## src/rtl/key_exp_ctrl.sv

```systemverilog
`default_nettype none
//------------------------------------------------------------------------------
// Module      : key_exp_ctrl
// Description : Control and round-constant sequencer for the byte-serial
//               AES-128 key expansion datapath (key_expantion_top).
// Revision    : 1.0 - initial release
//------------------------------------------------------------------------------
module key_exp_ctrl #(
    parameter int NUM_ROUNDS = 10,
    parameter int ADDR_W     = 6
) (
    input  logic              gated_clk_ff,
    input  logic              rst,
    input  logic              start,
    output logic              key_req,
    output logic              en_key_exp,
    output logic              key_selector,
    output logic              key_gen_sel,
    output logic              rcon_sel,
    output logic [7:0]        rcon_output,
    output logic              key_mem_we,
    output logic [ADDR_W-1:0] key_mem_addr,
    output logic              busy,
    output logic              done
);

    localparam int                 c_RND_W    = $clog2(NUM_ROUNDS + 2);
    localparam logic [c_RND_W-1:0] c_LAST_RND = c_RND_W'(NUM_ROUNDS);
    localparam logic [c_RND_W-1:0] c_FIRST_RND = c_RND_W'(1);

    typedef enum logic [1:0] {
        ST_IDLE   = 2'd0,
        ST_LOAD   = 2'd1,
        ST_EXPAND = 2'd2,
        ST_DONE   = 2'd3
    } state_t;

    state_t              r_state;
    state_t              w_next_state;
    logic [3:0]          r_byte_cnt;
    logic [c_RND_W-1:0]  r_round_cnt;
    logic [7:0]          r_rcon;
    logic [7:0]          w_rcon_next;
    logic [ADDR_W-1:0]   r_word_idx;
    logic [ADDR_W-1:0]   r_addr;
    logic                r_we;
    logic                w_last_byte;
    logic                w_word_end;

    assign w_last_byte = (r_byte_cnt == 4'd15);
    // A 32-bit word completes on every fourth byte; the write lands one cycle later.
    assign w_word_end  = ((r_state == ST_LOAD) || (r_state == ST_EXPAND)) &&
                         (r_byte_cnt[1:0] == 2'd3);
    assign w_rcon_next = {r_rcon[6:0], 1'b0} ^ (r_rcon[7] ? 8'h1B : 8'h00);

    always_ff @(posedge gated_clk_ff or posedge rst) begin
        if (rst) begin
            r_state <= ST_IDLE;
        end else begin
            r_state <= w_next_state;
        end
    end

    always_comb begin
        w_next_state = r_state;
        key_req      = 1'b0;
        en_key_exp   = 1'b0;
        key_selector = 1'b0;
        key_gen_sel  = 1'b0;
        rcon_sel     = 1'b0;
        done         = 1'b0;
        case (r_state)
            ST_IDLE: begin
                if (start) begin
                    w_next_state = ST_LOAD;
                end
            end
            ST_LOAD: begin
                key_req    = 1'b1;
                en_key_exp = 1'b1;
                if (w_last_byte) begin
                    w_next_state = ST_EXPAND;
                end
            end
            ST_EXPAND: begin
                en_key_exp   = 1'b1;
                key_selector = 1'b1;
                key_gen_sel  = (r_byte_cnt <= 4'd3);
                rcon_sel     = (r_byte_cnt == 4'd0);
                if (w_last_byte && (r_round_cnt == c_LAST_RND)) begin
                    w_next_state = ST_DONE;
                end
            end
            ST_DONE: begin
                done         = 1'b1;
                w_next_state = ST_IDLE;
            end
            default: begin
                w_next_state = ST_IDLE;
            end
        endcase
    end

    always_ff @(posedge gated_clk_ff or posedge rst) begin
        if (rst) begin
            r_byte_cnt  <= 4'd0;
            r_round_cnt <= '0;
            r_rcon      <= 8'h01;
            r_word_idx  <= '0;
            r_addr      <= '0;
            r_we        <= 1'b0;
        end else begin
            r_we <= w_word_end;
            if (w_word_end) begin
                r_addr     <= r_word_idx;
                r_word_idx <= r_word_idx + 1'b1;
            end
            case (r_state)
                ST_IDLE: begin
                    if (start) begin
                        r_byte_cnt  <= 4'd0;
                        r_round_cnt <= '0;
                        r_rcon      <= 8'h01;
                        r_word_idx  <= '0;
                    end
                end
                ST_LOAD: begin
                    r_byte_cnt <= r_byte_cnt + 4'd1;
                    if (w_last_byte) begin
                        r_round_cnt <= c_FIRST_RND;
                    end
                end
                ST_EXPAND: begin
                    r_byte_cnt <= r_byte_cnt + 4'd1;
                    if (w_last_byte) begin
                        r_round_cnt <= r_round_cnt + 1'b1;
                        r_rcon      <= w_rcon_next;
                    end
                end
                default: begin
                    r_byte_cnt <= 4'd0;
                end
            endcase
        end
    end

    assign rcon_output  = r_rcon;
    assign key_mem_we   = r_we;
    assign key_mem_addr = r_addr;
    assign busy         = (r_state != ST_IDLE);

endmodule
`default_nettype wire
```

## config.mk

```make
export PLATFORM = sky130hd
export DESIGN_NAME = key_exp_ctrl
export DESIGN_NICKNAME = d
export VERILOG_FILES = /design/src/rtl/key_exp_ctrl.sv
export SDC_FILE = /design/constraint.sdc
export NUM_CORES = 1
export LEC_CHECK = 0
export ABC_AREA = 1
export BUFFER_PORTS_ARGS = -buffer_cell sky130_fd_sc_hd__buf_2
export CAP_MARGIN = 10
export CELL_PAD_IN_SITES_DETAIL_PLACEMENT = 1
export CELL_PAD_IN_SITES_GLOBAL_PLACEMENT = 1
export CORE_ASPECT_RATIO = 0.8
export CORE_MARGIN = 2
export CORE_UTILIZATION = 25
export CTS_CLUSTER_SIZE = 10
export DETAILED_ROUTE_END_ITERATION = 8
export PLACE_DENSITY = 0.53
export SKIP_CTS_REPAIR_TIMING = 1
export SYNTH_ARGS = -nofsm -noshare
export SYNTH_HDL_FRONTEND = slang
export SYNTH_SLANG_ARGS = --single-unit
```

## constraint.sdc

```tcl
create_clock -name gated_clk_ff -period 3.4 [get_ports gated_clk_ff]
set_input_delay 0.17 -clock gated_clk_ff [delete_from_list [all_inputs] [get_ports gated_clk_ff]]
set_output_delay 0.17 -clock gated_clk_ff [all_outputs]
set_load 0.02 [all_outputs]
```

==> results.toml, run 1 <==
[worst_hold_path]
holdCritPathClass = "input port to asynchronous set/reset pin"

[global_route]
antenna_found_initial = 0
grt_use_total_pct = 11.7
grt_overflow = 0
grt_pass1_wl_um = 6690
grt_pass1_vias = 1365
grt_max_degree = 22

[yosys]
synth_cells = 197
netlist.top_cell.by_area = "dfrtp_1"
synth_top_area_share_pct = 46.3
ys_seq_elements = 31
ys_types = 28
synth_area_leaders = "dfrtp_1 46%, nand2_1 14%, ha_1 8.5%"
seq_area_frac_synth_pct = 48.0
yosysWarnings = 0
syn-num-nets = 211
avgSynthCellArea_um2 = 8.22
synth_area_mm2 = 0.00162

[cts]
insertion_delay_ns = 0.28
cts_max_path_buffers = 2
clock-sinks = 31
clk_root_buffer_cell = "clkbuf_8"
numCtsBuffers = 5
clkTransAtPathRegs_ns = 0.07
htree_levels = 2
tritoncts = "yes"

[drt]
drc_errors = 0
wire_per_inst_um = 11.9
wirelength_um = 3700
routed-via-count = 1347
firstDrtPassIters = 4
postRouteAntennaNets = 0
drt_iter0_drc = 33
vias_per_cell = 4.33

[job]
cap_violations = 0

[floorplanning]
die_w_um = 94.0
core-area_mm2 = 0.00634
io_pins = 25
fp.dieH_um = 76.0
row_count = 26
fp.dieArea_mm2 = 0.00715
start_util_pct = 25.5

[finish]
diodes = 0
syn2layout_area_growth_pct = 20.4
multi_input_area_um2 = 731
nNetsFinal = 240
seqCellArea_um2 = 777
fillers = 775
fin_area_mm2 = 0.00195
final_cell_count_no_fill = 311
drive_gt1_share_pct = 21.1

[sta]
min_period_over_period_pct = 64.0
worstMarginPinSlew_ns = 0.799
slew_violations = 0
rsz0062_at_grt = "false"
fmax_mhz = 460
post-route-min-period_ns = 2.17
tns_ns = 0
hold_violations = 0
skew_ns = 0.00257
whs_ns = 0.0307
setup_viol = 0
slew_headroom_pct = 46.7

[worst_setup_path]
worstSetupPathType = "register to primary output"
worstPathRequired_ns = 3.23
crit_family = "adder cells"
critPathLaunch = "r_state[0]$_DFFE_PP0P_"
r2r-end = "r_word_idx[4]$_DFF_PP0_"
cp.depth = 6
end_kind = "primary output"
slowest_stage = "ha_1"
worstPathCellList = "inv_1 -> ha_1 -> inv_2 -> nor3_1 -> and2_1 -> buf_2"
max_stage_delay_ns = 0.48
ff2ff_path_depth = 9
r2r_start = "r_state[0]$_DFFE_PP0P_"
critPathBufInv = 3
cp.arrival_ns = 2.00
cp-start-kind = "register"
endpoint = "rcon_sel"
r2r_setup_slack_ns = 1.49
crit_path_max_fanout = 14

[power_and_ir_drop]
p_per_area_mw_per_mm2 = 832
ir_worst_vdd_mv = 0.362
total_leakage_power_uw = 0.00107

[status]
status = "finished, final reports clean"

[placed_design]
placed_area_mm2 = 0.00183
port_buffers = 24
dp_hpwl_um = 2840
gp_congestion = 0.758
placed_cells = 303
## per-stage QoR
stage / total power, µW / utilization, % / setup slack [ns]
after global placement: 1260 / 28.9 / 1.53
after CTS: 1660 / 30.7 / 1.19
final: 1620 / 30.7 / 1.23
after floorplan: 1060 / - / 1.31
after detailed placement: 1270 / 28.9 / 1.46
after global routing: 1770 / 30.7 / 1.04
## sequential cells by signal, indices dropped and copies added, names as in the netlist
| register | flops |
|---|---|
| key_mem_we | 1 |
| rcon_output | 8 |
| r_state | 2 |
| key_mem_addr | 6 |
| r_round_cnt | 4 |
| r_byte_cnt | 4 |
| r_word_idx | 6 |
## layout make-up
type / instances / area share (%)
Inverter: 24 / 4.75
Multi-Input combinational cell: 139 / 37.5
Clock buffer: 6 / 4.23
Timing Repair Buffer: 25 / 6.54
Clock inverter: 2 / 1.80
Tap cell: 84 / 5.39
Sequential cell: 31 / 39.8
## logic make-up (layout without fill, tap and decap cells)
| family | after synthesis | in the layout | synth area share [%] |
|---|---|---|---|
| buffers and inverters | 27 | 57 | 6.95 |
| DFF | 31 | 31 | 48.0 |
| adders and majority gates | 11 | 11 | 8.49 |
| AOI/OAI and AO/OA | 18 | 18 | 5.95 |
| xor gates and xnor gates | 3 | 3 | 1.62 |
| and+or+nand+nor | 107 | 107 | 29.0 |
## layer usage
layer | global-route usage [%] | wire [µm]
met1 | 18.2 | 2060
met2 | 15.0 | 1410
met3 | 3.76 | 166
met4 | 3.91 | 54
met5 | 0 | 0
## layout by cell type (no fill, tap or decap), types with 2 or more instances in the layout
master	Yosys	final
o21ai_1	2	2
buf_2	1	24
nand3_1	16	16
o21ai_0	9	9
nand4_1	3	3
ha_1	11	11
xor2_1	3	3
nand2_1	60	60
a21oi_1	4	4
inv_2	5	5
inv_1	18	18
dfrtp_1	30	30
nor2_2	2	2
nand2_2	2	2
clkbuf_8	0	6
nor2_1	17	17
## worst min-delay path by stage
| stage | to | depth (start not counted) |
|---|---|---|
| floorplan | key_mem_addr[0]$_DFFE_PP0P_ | 1 |
| global placement | rcon_output[1]$_DFFE_PP0P_ | 2 |
| detailed placement | key_mem_we$_DFF_PP0_ | 2 |
| CTS | key_mem_addr[1]$_DFFE_PP0P_ | 2 |
| global route | key_mem_addr[3]$_DFFE_PP0P_ | 2 |
| finish | rcon_output[1]$_DFFE_PP0P_ | 2 |
## synth_stat cells
cell / number
or2_2: 1
nor2_1: 17
nand2_4: 1
xor2_1: 3
nor3_1: 1
dfstp_2: 1
o22ai_1: 1
buf_4: 2
inv_2: 5
a21oi_1: 4
a21boi_0: 1
and2_1: 1
o21ai_0: 9
nor2_2: 2
dfrtp_1: 30
o21a_1: 1
nand2_1: 60
nand4_1: 3
inv_1: 18
ha_1: 11
inv_4: 1
buf_2: 1
nand3_1: 16
nand2_2: 2
nand3_2: 1
o21ai_1: 2
nand3b_1: 1
nor2_4: 1
## power breakdown
part	total (µW)	switching [µW]	internal, µW
logic	717	493	224
registers	527	76.1	450
clock network	378	141	237
total	1620	710	912
No activity file was read; power rests on OpenSTA's default activity.
==> inputs of run 2 (changes only) <==
--- a/config.mk
+++ b/config.mk
@@ -15,7 +15,7 @@
 export CORE_UTILIZATION = 25
 export CTS_CLUSTER_SIZE = 10
 export DETAILED_ROUTE_END_ITERATION = 8
-export PLACE_DENSITY = 0.53
+export PLACE_DENSITY = 0.55
 export SKIP_CTS_REPAIR_TIMING = 1
 export SYNTH_ARGS = -nofsm -noshare
 export SYNTH_HDL_FRONTEND = slang
==> constraint.sdc (replaced) <==
create_clock -name gated_clk_ff -period 1.8 [get_ports gated_clk_ff]
set_input_delay 0.09 -clock gated_clk_ff [delete_from_list [all_inputs] [get_ports gated_clk_ff]]
set_output_delay 0.09 -clock gated_clk_ff [all_outputs]
set_load 0.02 [all_outputs]
==> run 2 against run 1 <==
Compared with the run above:
- final cell count increased by 1.3%
- via count is 1.8% higher
- die area stayed put
- global-route usage is 0.47 points higher
- critical path type unchanged
- critical endpoint unchanged
- highest routed layer unchanged
==> results.toml, run 2 (synthesized netlist as in run 1, its figures left out) <==
[status]
status = "finished, final reports clean"

[cts]
clkTransAtPathRegs_ns = 0.07
clk_root_buffer_cell = "clkbuf_8"
numCtsBuffers = 5
htree_levels = 2
insertion_delay_ns = 0.28
clock-sinks = 31
cts_max_path_buffers = 2
tritoncts = "yes"

[sta]
fmax_mhz = 583
post-route-min-period_ns = 1.71
skew_ns = 0.00309
hold_violations = 0
min_period_over_period_pct = 95.2
rsz0062_at_grt = "false"
tns_ns = 0
worst_slack_ns = 0.0861
setup_viol = 0
slew_headroom_pct = 72.4
worstMarginPinSlew_ns = 0.414
slew_violations = 0

[drt]
postRouteAntennaNets = 0
routed-via-count = 1371
vias_per_cell = 4.35
wirelength_um = 4090
firstDrtPassIters = 4
drc_errors = 0
wire_per_inst_um = 13.0
drt_iter0_drc = 35

[floorplanning]
row_count = 26
fp.dieArea_mm2 = 0.00715
die_w_um = 94.0
io_pins = 25
start_util_pct = 25.5
fp.dieH_um = 76.0
core-area_mm2 = 0.00634

[finish]
drive_gt1_share_pct = 23.8
layout_common_cells = "60 x nand2_1, 28 x dfrtp_1, 24 x buf_2"
nNetsFinal = 244
diodes = 0
layout_commonest_cell = "nand2_1"
largest_reg_flops = 8
syn2layout_area_growth_pct = 24.0

[worst_setup_path]
r2r_start = "r_state[0]$_DFFE_PP0P_"
crit_path_max_fanout = 6
end_kind = "primary output"
worstPathCellList = "inv_1 -> ha_4 -> inv_2 -> nor3_4 -> and2_1 -> buf_2"
worstSetupPathType = "register to primary output"
worstPathRequired_ns = 1.71
cp-start-kind = "register"
max_stage_delay_ns = 0.45
critPathLaunch = "r_state[0]$_DFFE_PP0P_"
slowest_stage = "dfrtp_2"
cp.arrival_ns = 1.62

[power_and_ir_drop]
total_leakage_power_uw = 0.00108
ir_worst_vdd_mv = 0.683
p_per_area_mw_per_mm2 = 1600

[global_route]
antenna_found_initial = 0
grt_use_total_pct = 12.2
grt_overflow = 0
grt_max_degree = 32
grt_pass1_wl_um = 6770
grt_pass1_vias = 1311

[placed_design]
gp_congestion = 0.793
port_buffers = 24
dp_slack_ns = 0.141
dp_hpwl_um = 2970

[worst_hold_path]
holdCritPathClass = "input port to register"
hp-start = "start"

[job]
cap_violations = 0
[run 2: final timing paths]
path                                                    end  slack [ns]  depth (start not counted)
worst max-delay path                               rcon_sel        0.09                          6
worst min-delay path              r_byte_cnt[3]$_DFFE_PP0P_        0.19                          4
worst max register to register   rcon_output[4]$_DFFE_PP0P_        0.17                         10
worst min register to register  key_mem_addr[3]$_DFFE_PP0P_        0.48                          2
max in group asynchronous        rcon_output[0]$_DFFE_PP1P_        1.03                          4
min in group asynchronous       key_mem_addr[2]$_DFFE_PP0P_        0.44                          4
[run 2: critical path: cells and delay by family (launching register included)]
| family | cells | cell delay [ns] |
|---|---|---|
| flops | 1 | 0.45 |
| buf+inv | 3 | 0.35 |
| simple gates | 2 | 0.34 |
| fa+ha+maj | 1 | 0.20 |
[run 2: final cells by class]
cell class,instances,area (µm²)
clock inverter,2,35.0
inverter,24,92.6
tap,84,105
sequential,31,779
clock buffer,6,82.6
timing repair buffer,29,160
fill,780,4330
multi-input combinational,139,754
[run 2: layer usage]
layer	wire (µm)	vias up	share of wire (%)	GRT usage (%)
met4	52	0	1.3	4.35
met3	126	5	3.1	3.17
met2	1710	23	42	16.1
met5	0	-	0	0
met1	2200	657	54	18.9
li1	-	686	-	-
[run 2: where the power goes]
part / internal [µW] / switching, µW
Combinational: 489 / 977
Sequential: 855 / 156
Clock: 448 / 283
[run 2: stage by stage]
stage / hold WS (ns) / total power [µW] / cells / instance area, µm² / util, %
after floorplan: 0.193 / 2020 / 197 / 1630 / -
after global placement: 0.201 / 2450 / 306 / 1860 / 29.3
after detailed placement: 0.207 / 2460 / 306 / 1860 / 29.3
after CTS: -0.105 / 3210 / 314 / 1980 / 31.2
after global routing: 0.203 / 3460 / 315 / 2010 / 31.7
final: 0.193 / 3210 / 315 / 2010 / 31.7
==> inputs of run 3 (changes only) <==
==> constraint.sdc (replaced) <==
create_clock -name gated_clk_ff -period 1.45 [get_ports gated_clk_ff]
set_input_delay 0.0725 -clock gated_clk_ff [delete_from_list [all_inputs] [get_ports gated_clk_ff]]
set_output_delay 0.0725 -clock gated_clk_ff [all_outputs]
set_load 0.02 [all_outputs]
==> run 3 against run 2 <==
Compared with the run above:
- clock skew increased by 0.0028 ns
- wire length increased by 2.6%
- via count increased by 3.2%
- clock power decreased by 1%
- worst setup slack got worse by 0.21 ns
- flip-flop and latch count unchanged
- count of clock-buffer cells in the layout increased by 1
- the run now ends with negative setup slack left
- register-to-register slack got worse by 0.11 ns
- critical path type unchanged
- largest cell class is now multi-input gates
- critical path depth increased by 1
- total power increased by 33%
- sequential power increased by 22%
- first-iteration DRC count decreased by 26%
==> results.toml, run 3 (synthesized netlist as in run 1, its figures left out) <==
[status]
status = "complete, but fails checks"
violations = "negative setup slack"

[floorplanning]
start_util_pct = 25.5
io_pins = 25
fp.dieArea_mm2 = 0.00715
row_count = 26
core-area_mm2 = 0.00634
fp.dieH_um = 76.0
die_w_um = 94.0

[finish]
syn2layout_area_growth_pct = 33.7
fillers = 799
final_cell_count_no_fill = 326
diodes = 0
multi_input_area_um2 = 833
seqCellArea_um2 = 777
nNetsFinal = 255
largest_reg_flops = 8
layout_common_cells = "60 x nand2_1, 30 x dfrtp_1, 22 x buf_2"
drive_gt1_share_pct = 30.6
layout_commonest_cell = "nand2_1"

[global_route]
grt_pass1_wl_um = 6670
grt_max_degree = 32
grt_overflow = 0
grt_pass1_vias = 1331
grt_use_total_pct = 12.2
antenna_found_initial = 0

[sta]
skew_ns = 0.00586
min_period_over_period_pct = 108
setup_viol = 2
slew_headroom_pct = 72.6
rsz0062_at_grt = "true"
worstMarginPinSlew_ns = 0.412
hold_violations = 0
worst_slack_ns = -0.119
fmax_mhz = 637
post-route-min-period_ns = 1.57
whs_ns = 0.165
tns_ns = -0.161
slew_violations = 0

[power_and_ir_drop]
p_seq_share_pct = 28.9
total_leakage_power_uw = 0.00114
p_clk_share_pct = 16.9
p_sw_share_pct = 44.7
switchingPower_uw = 1910
p_per_area_mw_per_mm2 = 1970
p_comb_share_pct = 54.2
ir_worst_vdd_mv = 0.849
internal_power_uw = 2360

[worst_setup_path]
endpoint = "rcon_sel"
ff2ff_path_depth = 8
r2r_start = "r_byte_cnt[0]$_DFFE_PP0P_"
r2r-end = "rcon_output[2]$_DFFE_PP0P_"
cp-start-kind = "register"
end_kind = "primary output"
r2r_setup_slack_ns = 0.06
worstPathRequired_ns = 1.38
crit_path_max_fanout = 7
cp.arrival_ns = 1.50
worstSetupPathType = "register to primary output"
critPathLaunch = "r_state[0]$_DFFE_PP0P_"

[cts]
cts_max_path_buffers = 2
clkTransAtPathRegs_ns = 0.07
htree_levels = 2
clock-sinks = 31
tritoncts = "yes"
numCtsBuffers = 5
insertion_delay_ns = 0.28
clk_root_buffer_cell = "clkbuf_8"

[placed_design]
gp_congestion = 0.758
port_buffers = 24
placed_cells = 310
dp_hpwl_um = 2970

[drt]
drt_iter0_drc = 26
wire_per_inst_um = 12.9
vias_per_cell = 4.34
drc_errors = 0
routed-via-count = 1415
wirelength_um = 4200
postRouteAntennaNets = 0
firstDrtPassIters = 4

[job]
cap_violations = 0

[worst_hold_path]
holdCritPathClass = "input port to register"
==> run 3: cell count changes in the layout (fill, tap and decap cells not counted), sizes merged <==
cell	previous run	this run
buf	28	39
clkbuf	6	7
bufinv	1	0
==> run 3: per-stage QoR <==
stage	worst slack [ns]	instance area (µm²)	util, %	total power [µW]
global route	-0.200	2170	34.1	4620
CTS	-0.226	2030	32.0	4010
detailed placement	-0.0174	1940	30.5	3260
finish	-0.119	2170	34.1	4270
floorplan	-0.0625	1670	-	2650
global placement	-0.0141	1940	30.5	3240
==> run 3: area by class of cell <==
type	instances	share of cell area, %
Clock inverter	1	0.231
Multi-Input combinational cell	139	38.5
Sequential cell	31	35.9
Tap cell	84	4.85
Inverter	24	4.62
Clock buffer	7	3.99
Timing Repair Buffer	40	12.0
==> run 3: power groups by stage <==
stage | Sequential [µW] | Clock [µW] | Combinational, µW
after global placement | 1240 | 0 | 2000
after CTS | 1230 | 753 | 2030
after global routing | 1260 | 785 | 2580
final | 1230 | 724 | 2320
after detailed placement | 1240 | 0 | 2020
after floorplan | 1330 | 0 | 1320
==> run 3: how the worst min path moves through the flow <==
| stage | start | to | slack, ns | cells past startpoint |
|---|---|---|---|---|
| after global placement | rst | key_mem_addr[1]$_DFFE_PP0P_ | 0.19 | 3 |
| after floorplan | rst | key_mem_addr[0]$_DFFE_PP0P_ | 0.18 | 1 |
| final | start | r_byte_cnt[0]$_DFFE_PP0P_ | 0.17 | 4 |
| after CTS | rst | rcon_output[5]$_DFFE_PP0P_ | -0.11 | 3 |
| after detailed placement | rst | rcon_output[5]$_DFFE_PP0P_ | 0.20 | 3 |
| after global routing | start | r_byte_cnt[0]$_DFFE_PP0P_ | 0.20 | 4 |
==> run 3: layer usage <==
metal | up-vias | routed length (µm) | GRT usage [%] | part of all wire (%)
li1 | 711 | - | - | -
met1 | 671 | 2190 | 18.4 | 52
met2 | 28 | 1740 | 15.9 | 41
met3 | 5 | 210 | 3.86 | 5.0
met4 | 0 | 60 | 4.78 | 1.4
met5 | - | 0 | 0 | 0
==> run 3: worst max-delay path: stages (launching register included) <==
cell and delay [ns]:
dfrtp_1 0.41, inv_2 0.10, buf_6 0.10, ha_4 0.18, inv_4 0.05, nor3_4 0.11
and2_4 0.16, buf_6 0.10
